[src/rtl/elevator_scan_ctrl.sv]
// elevator_scan_ctrl: N-floor SCAN elevator controller with latched calls and a BCD maintenance lockout
module elevator_scan_ctrl #(
    parameter int          FLOORS        = 8,
    parameter int          FLOOR_W       = 3,
    parameter int          TRAVEL_CYCLES = 4,
    parameter int          DOOR_CYCLES   = 3,
    parameter logic [3:0]  MAINT_CODE    = 4'b1011,
    parameter logic [3:0]  RESUME_CODE   = 4'b1101
) (
    input  logic               CLK,
    input  logic               RST_N,
    input  logic [3:0]         BCD_management,
    input  logic [FLOORS-1:0]  interior_movement,
    input  logic [FLOORS-1:0]  exterior_up,
    input  logic [FLOORS-1:0]  exterior_down,
    output logic [1:0]         engine,
    output logic [FLOORS-1:0]  doors,
    output logic [FLOOR_W-1:0] floor,
    output logic               dir_up,
    output logic               maint,
    output logic [FLOORS-1:0]  pending
);
    typedef enum logic [1:0] {S_IDLE, S_MOVE, S_DOOR, S_MAINT} state_t;

    localparam logic [FLOORS-1:0] ONE       = {{(FLOORS-1){1'b0}}, 1'b1};
    localparam logic [FLOORS-1:0] UP_MASK   = {1'b0, {(FLOORS-1){1'b1}}};
    localparam logic [FLOORS-1:0] DOWN_MASK = {{(FLOORS-1){1'b1}}, 1'b0};

    state_t             r_state, w_state_nx;
    logic [FLOOR_W-1:0] r_floor, w_floor_nx, w_nf;
    logic               r_dir, w_dir_nx;
    logic [15:0]        r_tcnt, w_tcnt_nx, r_dcnt, w_dcnt_nx;
    logic [FLOORS-1:0]  r_car, r_up, r_dn, w_car_nx, w_up_nx, w_dn_nx;
    logic [FLOORS-1:0]  w_up_in, w_dn_in, w_pend, w_oh, w_block;
    logic [FLOORS-1:0]  w_clr_car, w_clr_up, w_clr_dn;
    logic [1:0]         r_engine;
    logic [FLOORS-1:0]  r_doors;
    logic               r_maint_req, w_maint_req, w_maint_req_nx;
    logic               w_here, w_ahead, w_behind, w_arr_stop, w_arr_ahead, w_hit;
    logic               w_open, w_rev, w_wipe, w_resume;

    function automatic logic calls_ahead(input logic [FLOORS-1:0] p, input logic [FLOOR_W-1:0] f,
                                         input logic up);
        calls_ahead = 1'b0;
        for (int i = 0; i < FLOORS; i++)
            if (p[i] && (up ? (i > int'(f)) : (i < int'(f)))) calls_ahead = 1'b1;
    endfunction

    // A floor is served when it has a car call, a hall call in the travel direction,
    // or an opposite hall call and nothing further ahead (the car turns around here).
    function automatic logic serve(input logic [FLOORS-1:0] car, input logic [FLOORS-1:0] up,
                                   input logic [FLOORS-1:0] dn, input logic [FLOOR_W-1:0] f,
                                   input logic d);
        serve = car[f] | (d ? up[f] : dn[f]) | ((d ? dn[f] : up[f]) & ~calls_ahead(car | up | dn, f, d));
    endfunction

    assign w_up_in     = exterior_up & UP_MASK;
    assign w_dn_in     = exterior_down & DOWN_MASK;
    assign w_pend      = r_car | r_up | r_dn;
    assign w_nf        = r_dir ? r_floor + 1'b1 : r_floor - 1'b1;
    assign w_here      = serve(r_car, r_up, r_dn, r_floor, r_dir);
    assign w_ahead     = calls_ahead(w_pend, r_floor, r_dir);
    assign w_behind    = calls_ahead(w_pend, r_floor, ~r_dir);
    assign w_arr_stop  = serve(r_car, r_up, r_dn, w_nf, r_dir);
    assign w_arr_ahead = calls_ahead(w_pend, w_nf, r_dir);
    assign w_hit       = interior_movement[r_floor] | w_up_in[r_floor] | w_dn_in[r_floor];
    assign w_maint_req = r_maint_req | ((BCD_management == MAINT_CODE) && (r_state != S_MAINT));
    assign w_resume    = BCD_management == RESUME_CODE;

    assign engine  = r_engine;
    assign doors   = r_doors;
    assign floor   = r_floor;
    assign dir_up  = r_dir;
    assign maint   = r_state == S_MAINT;
    assign pending = w_pend;

    // Next-state, counters, call-register updates and maintenance request
    always_comb begin
        w_state_nx = r_state;
        w_floor_nx = r_floor;
        w_dir_nx   = r_dir;
        w_tcnt_nx  = r_tcnt;
        w_dcnt_nx  = r_dcnt;
        w_open     = 1'b0;
        case (r_state)
            S_IDLE: begin
                if (w_maint_req) w_state_nx = S_MAINT;
                else if (w_here) begin
                    w_state_nx = S_DOOR;
                    w_open     = 1'b1;
                    w_dcnt_nx  = '0;
                end else if (w_ahead || w_behind) begin
                    w_state_nx = S_MOVE;
                    w_dir_nx   = w_ahead ? r_dir : ~r_dir;
                    w_tcnt_nx  = '0;
                end
            end
            S_MOVE: begin
                if (r_tcnt == 16'(TRAVEL_CYCLES - 1)) begin
                    w_floor_nx = w_nf;
                    w_tcnt_nx  = '0;
                    if (w_maint_req) w_state_nx = S_MAINT;
                    else if (w_arr_stop) begin
                        w_state_nx = S_DOOR;
                        w_open     = 1'b1;
                        w_dcnt_nx  = '0;
                    end else if (!w_arr_ahead) w_state_nx = S_IDLE;
                end else w_tcnt_nx = r_tcnt + 16'd1;
            end
            S_DOOR: begin
                if (r_dcnt == 16'(DOOR_CYCLES - 1) && w_maint_req) w_state_nx = S_MAINT;
                else if (w_hit) w_dcnt_nx = '0;
                else if (r_dcnt == 16'(DOOR_CYCLES - 1)) w_state_nx = S_IDLE;
                else w_dcnt_nx = r_dcnt + 16'd1;
            end
            default: if (w_resume) w_state_nx = S_IDLE;
        endcase
        w_rev          = ~calls_ahead(w_pend, w_floor_nx, w_dir_nx);
        w_oh           = ONE << w_floor_nx;
        w_clr_car      = w_open ? w_oh : '0;
        w_clr_up       = (w_open && (w_dir_nx || w_rev)) ? w_oh : '0;
        w_clr_dn       = (w_open && (!w_dir_nx || w_rev)) ? w_oh : '0;
        w_block        = (r_state == S_DOOR) ? (ONE << r_floor) : '0;
        w_wipe         = (r_state == S_MAINT) || (w_state_nx == S_MAINT);
        w_car_nx       = w_wipe ? '0 : (r_car & ~w_clr_car) | (interior_movement & ~w_block);
        w_up_nx        = w_wipe ? '0 : (r_up & ~w_clr_up) | (w_up_in & ~w_block);
        w_dn_nx        = w_wipe ? '0 : (r_dn & ~w_clr_dn) | (w_dn_in & ~w_block);
        w_maint_req_nx = w_wipe ? 1'b0 : w_maint_req;
    end

    // State and registered actuator outputs, synchronous active-low reset
    always_ff @(posedge CLK) begin
        if (!RST_N) begin
            r_state     <= S_IDLE;
            r_floor     <= '0;
            r_dir       <= 1'b1;
            r_tcnt      <= '0;
            r_dcnt      <= '0;
            r_car       <= '0;
            r_up        <= '0;
            r_dn        <= '0;
            r_maint_req <= 1'b0;
            r_engine    <= 2'b00;
            r_doors     <= '0;
        end else begin
            r_state     <= w_state_nx;
            r_floor     <= w_floor_nx;
            r_dir       <= w_dir_nx;
            r_tcnt      <= w_tcnt_nx;
            r_dcnt      <= w_dcnt_nx;
            r_car       <= w_car_nx;
            r_up        <= w_up_nx;
            r_dn        <= w_dn_nx;
            r_maint_req <= w_maint_req_nx;
            r_engine    <= (w_state_nx == S_MOVE) ? (w_dir_nx ? 2'b01 : 2'b10) : 2'b00;
            r_doors     <= (w_state_nx == S_DOOR || w_state_nx == S_MAINT) ? w_oh : '0;
        end
    end
endmodule

[config.mk]
export PLATFORM = sky130hd
export DESIGN_NAME = elevator_scan_ctrl
export DESIGN_NICKNAME = d
export VERILOG_FILES = /design/src/rtl/elevator_scan_ctrl.sv
export SDC_FILE = /design/constraint.sdc
export NUM_CORES = 1
export LEC_CHECK = 0
export ABC_AREA = 0
export CORE_MARGIN = 5
export CORE_UTILIZATION = 35
export DETAILED_ROUTE_END_ITERATION = 8
export PLACE_DENSITY = 0.55
export SLEW_MARGIN = 10
export SYNTH_ARGS = -nofsm -noshare
export SYNTH_HDL_FRONTEND = slang
export SYNTH_SLANG_ARGS = --single-unit
[constraint.sdc]
create_clock -name CLK -period 3.8 [get_ports CLK]
set_input_delay 0.95 -clock CLK [delete_from_list [all_inputs] [get_ports CLK]]
set_output_delay 0.95 -clock CLK [all_outputs]
set_load 0.03 [all_outputs]
==> reports/results.ini, run 1 <==
[floorplan]
std_cell_rows = 42
die_h_um = 125
core_area_mm2 = 0.0131
dieArea_mm2 = 0.0156
start_util = 0.353
die_x_um = 125
io_pins = 53

[global_route]
grt_pass1_wl_um = 24800
gr-usage-all-layers = 0.197
antenna_found_initial = 0
grt_pass1_vias = 4618
grt_overflow = 0
grt_max_degree = 27

[sta]
fin_crit_ns = 3.45
hold_slack_ns = 0.466
fin_crit_sh = 0.908
setup_viol = 0
hold_viol = 0
tns_ns = 0
rsz0062_at_grt = no
worst_pin_slew_ns = 0.825
relSlewSlack = 0.444
fin_ws_ns = 0.350
max_freq_ghz = 0.290
finalMaxSlewViolations = 0
skew_ns = 0.0102

[yosys]
synth_cell_type_count = 70
synth.top_cells.by_area = dfxtp_1 (32%), nand2_1 (5.1%), mux4_2 (4.9%)
synth_compound_area_frac = 0.250
synth_top_area_share = 0.317
syn_avg_cell_area_um2 = 7.91
synth_flop_cell = dfxtp_1
yosys.area_share.simple = 0.244
synth_enable_flop_cells = 0
ys_seq_area_frac = 0.317
syn_nets = 624
syn-instance-count = 584
synth_top_family_by_area = compound AO/OA/AOI/OAI gates
muxShareOfSynthArea = 0.0734
yosys.area.top_type = dfxtp_1
synth-adder-area-share = 0.0271
yosysWarnings = 0
synth.cell_area_mm2 = 0.00462
synthArstFlopShare = 0
ys_ff_latch = 73
synth_xor_area_frac = 0.0360

[drt]
ant_nets = 0
wl_um = 15500
post-route-drc-count = 0
wire_per_inst_um = 18.7
drtPass1Iterations = 5
drt-initial-drc-count = 577
vias = 4844
viasPerCell = 5.84

[final_layout]
layout.cells.non_filler = 830
fin_util = 0.441
num_antenna_cells = 0
drive_above_1_share = 0.125
mostFrequentLayoutCells = dfxtp_1 (72), nand2_1 (63), nor2_1 (58), clkdlybuf4s50_1 (50), o21ai_0 (41)
fin_nets = 689
final_cell_area_mm2 = 0.00577
layout_commonest_cell = dfxtp_1
syn_to_final_growth_pct = 25.1

[power_and_ir_drop]
power_mw = 3.59
powerDensity_mw_per_mm2 = 622
p_leak_nw = 2.10
irDropWorstVdd_v = 0.000268

[critical_path]
cp-start-kind = flip-flop
cp.arrival_ns = 3.68
critPathMaxStageDelay_ns = 0.41
cpMostUsedCell = buf_4
required_ns = 4.03
slowest_stage = o21ai_0
crit_path_end_kind = flip-flop
worstSetupPathType = flip-flop to flip-flop
crit_chain = inv_1 > buf_4 > ha_1 > xnor2_1 > buf_4 > a21boi_0 > or2_2 > o21ai_0 > a21oi_1 > a211oi_1 > buf_4 > o221ai_1 > buf_4 > o21ai_0 > a21oi_1
path_max_fanout = 6

[place]
port_buffers = 50
dp_slack_ns = 0.204
gp_congestion = 0.936
hpwl_um = 11600
place_area_mm2 = 0.00548
dp.cells = 814

[run]
max_cap_violations = 0

[clocking]
post_cts_resized = 0
ctsRootBufferMaster = clkbuf_16
clkTransAtPathRegs_ns = 0.06
clock_path_buffers = 2
cts_tree = done
cts_sinks = 73
htreeDepth = 3
post_cts_buffers = 0
ctsHoldBuffers = 0
clk-insertion-delay-late_ns = 0.35
cts_made_buffers = 9

[worst_hold_path]
hold_class = flip-flop to flip-flop

[status]
outcome = finished, final reports clean

## path summary, 6_finish.rpt
path                                         startpoint                       to  slack [ns]  depth (start not counted)
worst max register to register      floor[1]$_SDFF_PN0_       r_up[5]$_SDFF_PP0_        0.35                         15
worst max-delay path                floor[1]$_SDFF_PN0_       r_up[5]$_SDFF_PP0_        0.35                         15
worst min register to register  r_dcnt[15]$_SDFFE_PN0P_  r_dcnt[15]$_SDFFE_PN0P_        0.47                          1
worst min-delay path            r_dcnt[15]$_SDFFE_PN0P_  r_dcnt[15]$_SDFFE_PN0P_        0.47                          1
## flip-flops by register name (all words and copies together) (netlist names)
signal / count
floor: 3
r_state: 2
r_maint_req: 1
r_tcnt: 16
r_up: 8
dir_up: 1
engine: 2
r_car: 8
doors: 8
r_dn: 8
r_dcnt: 16
## logic make-up (layout without fill, tap and decap cells)
family	count (synthesis)	after routing
multiplexers	21	21
XOR/XNOR	19	19
AND/OR/NAND/NOR	232	232
adder cells (fa/ha/maj)	10	10
flip-flops	73	73
buffers and inverters	54	124
AO/OA/AOI/OAI	175	175
## final cells by class
type | count | area [um2]
clock buffers | 10 | 239
clock inverters | 6 | 51.3
fillers | 1350 | 7310
inverters | 20 | 75.1
multi-input cells | 457 | 2920
flip-flops and latches | 73 | 1460
well taps | 176 | 220
repair buffers | 88 | 811
## cell usage after synthesis, types with 4 or more instances
cell	n
a211oi_1	6
a21oi_1	38
a31oi_1	19
and2_1	5
and3_1	9
buf_2	12
buf_4	4
clkbuf_1	16
dfxtp_1	73
ha_1	10
inv_1	18
mux2i_1	8
mux4_2	10
nand2_1	63
nand2b_1	5
nand3_1	19
nand4_1	12
nor2_1	58
nor2b_1	6
nor3_1	26
nor4_1	7
o211ai_1	4
o21ai_0	41
o22ai_1	8
o31ai_1	12
o41ai_1	7
or3_1	6
xnor2_1	5
xor2_1	14
## critical path: cells and delay by family (launching register included)
| kind | cells | cell delay, ns |
|---|---|---|
| adders and majority gates | 1 | 0.24 |
| and+or+nand+nor | 1 | 0.37 |
| DFF | 1 | 0.38 |
| buffers and inverters | 5 | 0.80 |
| AOI/OAI and AO/OA | 7 | 1.24 |
| xor gates and xnor gates | 1 | 0.30 |
## layer usage
metal / GRT usage / up-vias / routed length [um]
met2: 0.324 / 163 / 7410
met4: 0.0619 / 0 / 335
met5: 0 / - / 0
met3: 0.0412 / 24 / 904
li1: - / 2308 / -
met1: 0.261 / 2349 / 6900
## power breakdown
group          leakage [nW]  internal [mW]  switching (mW)
combinational          1.37          0.668            1.04
clock                 0.133          0.468           0.362
sequential            0.596          0.897           0.161
Power figures use the tool's default switching activity.
==> run 2, diff against run 1 <==
CTS_BUF_LIST = sky130_fd_sc_hd__clkbuf_8   (was not set)
SETUP_SLACK_MARGIN = 0.2   (was not set)
==> reports/results.ini, run 2 (same netlist as run 1, synthesis figures left out) <==
[drt]
wire_per_inst_um = 18.6
viasPerCell = 5.88
wl_um = 15400
drtPass1Iterations = 6
vias = 4869
ant_nets = 0
post-route-drc-count = 0
drt-initial-drc-count = 405

[floorplan]
std_cell_rows = 42
io_pins = 53
die_h_um = 125
die_x_um = 125
dieArea_mm2 = 0.0156
core_area_mm2 = 0.0131
start_util = 0.353

[place]
gp_congestion = 0.933
dp_slack_ns = 0.234
port_buffers = 50
dp.cells = 808
hpwl_um = 11400

[sta]
max_freq_ghz = 0.292
tns_ns = 0
hold_viol = 0
fin_ws_ns = 0.380
finalMaxSlewViolations = 0
skew_ns = 0.0116
fin_crit_ns = 3.42
fin_crit_sh = 0.900
hold_slack_ns = 0.488
relSlewSlack = 0.577
setup_viol = 0
worst_pin_slew_ns = 0.631
rsz0062_at_grt = no

[power_and_ir_drop]
powerDensity_mw_per_mm2 = 591
irDropWorstVdd_v = 0.000179
p_leak_nw = 2.08

[global_route]
grt_overflow = 0
grt_pass1_wl_um = 24500
gr-usage-all-layers = 0.195
antenna_found_initial = 0
grt_pass1_vias = 4647
grt_max_degree = 26

[final_layout]
num_antenna_cells = 0
syn_to_final_growth_pct = 23.2
fillers = 1311
layout.cells.non_filler = 828
layout_commonest_cell = dfxtp_1
reg_top3 = r_dcnt (16), r_tcnt (16)
mostFrequentLayoutCells = dfxtp_1 (71), nand2_1 (63), nor2_1 (58), clkdlybuf4s50_1 (50), o21ai_0 (40)
drive_above_1_share = 0.126
fin_nets = 688

[critical_path]
rrSetupSlack_ns = 0.38
endpoint = r_dcnt[11]$_SDFFE_PN0P_
path_max_fanout = 14
required_ns = 4.10
crit_path_end_kind = flip-flop
cp-start-kind = flip-flop
startpoint = floor[0]$_SDFF_PN0_
r2r_cells = 13
cp.arrival_ns = 3.72
reg2reg_to = r_dcnt[11]$_SDFFE_PN0P_
r2r-start = floor[0]$_SDFF_PN0_
worstSetupPathType = flip-flop to flip-flop

[clocking]
cts_sinks = 73
ctsRootBufferMaster = clkbuf_8
clock_path_buffers = 2
cts_made_buffers = 9
cts_tree = done
clkTransAtPathRegs_ns = 0.09
htreeDepth = 3
clk-insertion-delay-late_ns = 0.37

[status]
outcome = finished, final reports clean

[worst_hold_path]
hold_class = flip-flop to flip-flop

[run]
max_cap_violations = 0

[run 2: cell count changes in the layout (fill, tap and decap cells not counted), moves of 2 or more]
cell / change
clkbuf_16: -9
clkbuf_8: +8
clkinv_2: +2
clkinvlp_4: -2
[run 2: how the worst min path moves through the flow]
stage,slack [ns],to,start,cells after the start
after global placement,0.45,r_dcnt[15]$_SDFFE_PN0P_,r_dcnt[15]$_SDFFE_PN0P_,1
after floorplan,0.43,r_dcnt[15]$_SDFFE_PN0P_,r_dcnt[15]$_SDFFE_PN0P_,1
after CTS,0.48,r_dn[0]$_SDFF_PP0_,r_dn[0]$_SDFF_PP0_,2
after detailed placement,0.47,r_dn[0]$_SDFF_PP0_,r_dn[0]$_SDFF_PP0_,2
after global routing,0.51,r_dcnt[14]$_SDFFE_PN0P_,r_dcnt[14]$_SDFFE_PN0P_,1
final,0.49,r_dn[0]$_SDFF_PP0_,r_dn[0]$_SDFF_PP0_,2
[run 2: critical path, stage by stage (launching register included)]
cell	delay, ns
dfxtp_4	0.35
inv_2	0.06
ha_1	0.32
xnor2_1	0.14
buf_4	0.25
mux4_2	0.38
mux2_2	0.28
a221o_1	0.42
o21ai_1	0.20
a21oi_2	0.14
o31a_1	0.27
buf_4	0.19
buf_4	0.16
a31oi_1	0.16
[run 2: final cells by class]
type,count,area (um2),share of cell area
Inverter,20,75.1,0.0132
Multi-Input combinational cell,457,2940,0.517
Clock buffer,9,124,0.0218
Clock inverter,6,60.1,0.0106
Timing Repair Buffer,87,803,0.141
Tap cell,176,220,0.0387
Sequential cell,73,1470,0.258
[run 2: report_power, final]
group / switching, mW / internal [mW]
Combinational: 1.01 / 0.670
Sequential: 0.166 / 0.896
Clock: 0.324 / 0.297
[run 2: timing repair]
action,4_1_cts,5_1_grt
hold buffers,0,0
buffers inserted,0,5
endpoints found under the setup margin,0,45
resized for setup,0,6
[run 2: through the flow]
stage	total power, mW	util	instance area (um2)
2_1_floorplan	2.10	-	4630
5_1_grt	3.56	0.435	5690
3_5_place_dp	2.70	0.416	5440
6_report	3.36	0.435	5690
3_3_place_gp	2.68	0.416	5440
4_1_cts	3.33	0.430	5630
[run 2: per-layer routing]
metal	track usage	part of all wire	routed length, um	up-vias
met3	0.0407	0.060	931	33
met1	0.247	0.44	6700	2360
met2	0.318	0.47	7270	172
met5	0	0	0	-
met4	0.0912	0.032	499	0
li1	-	-	-	2304
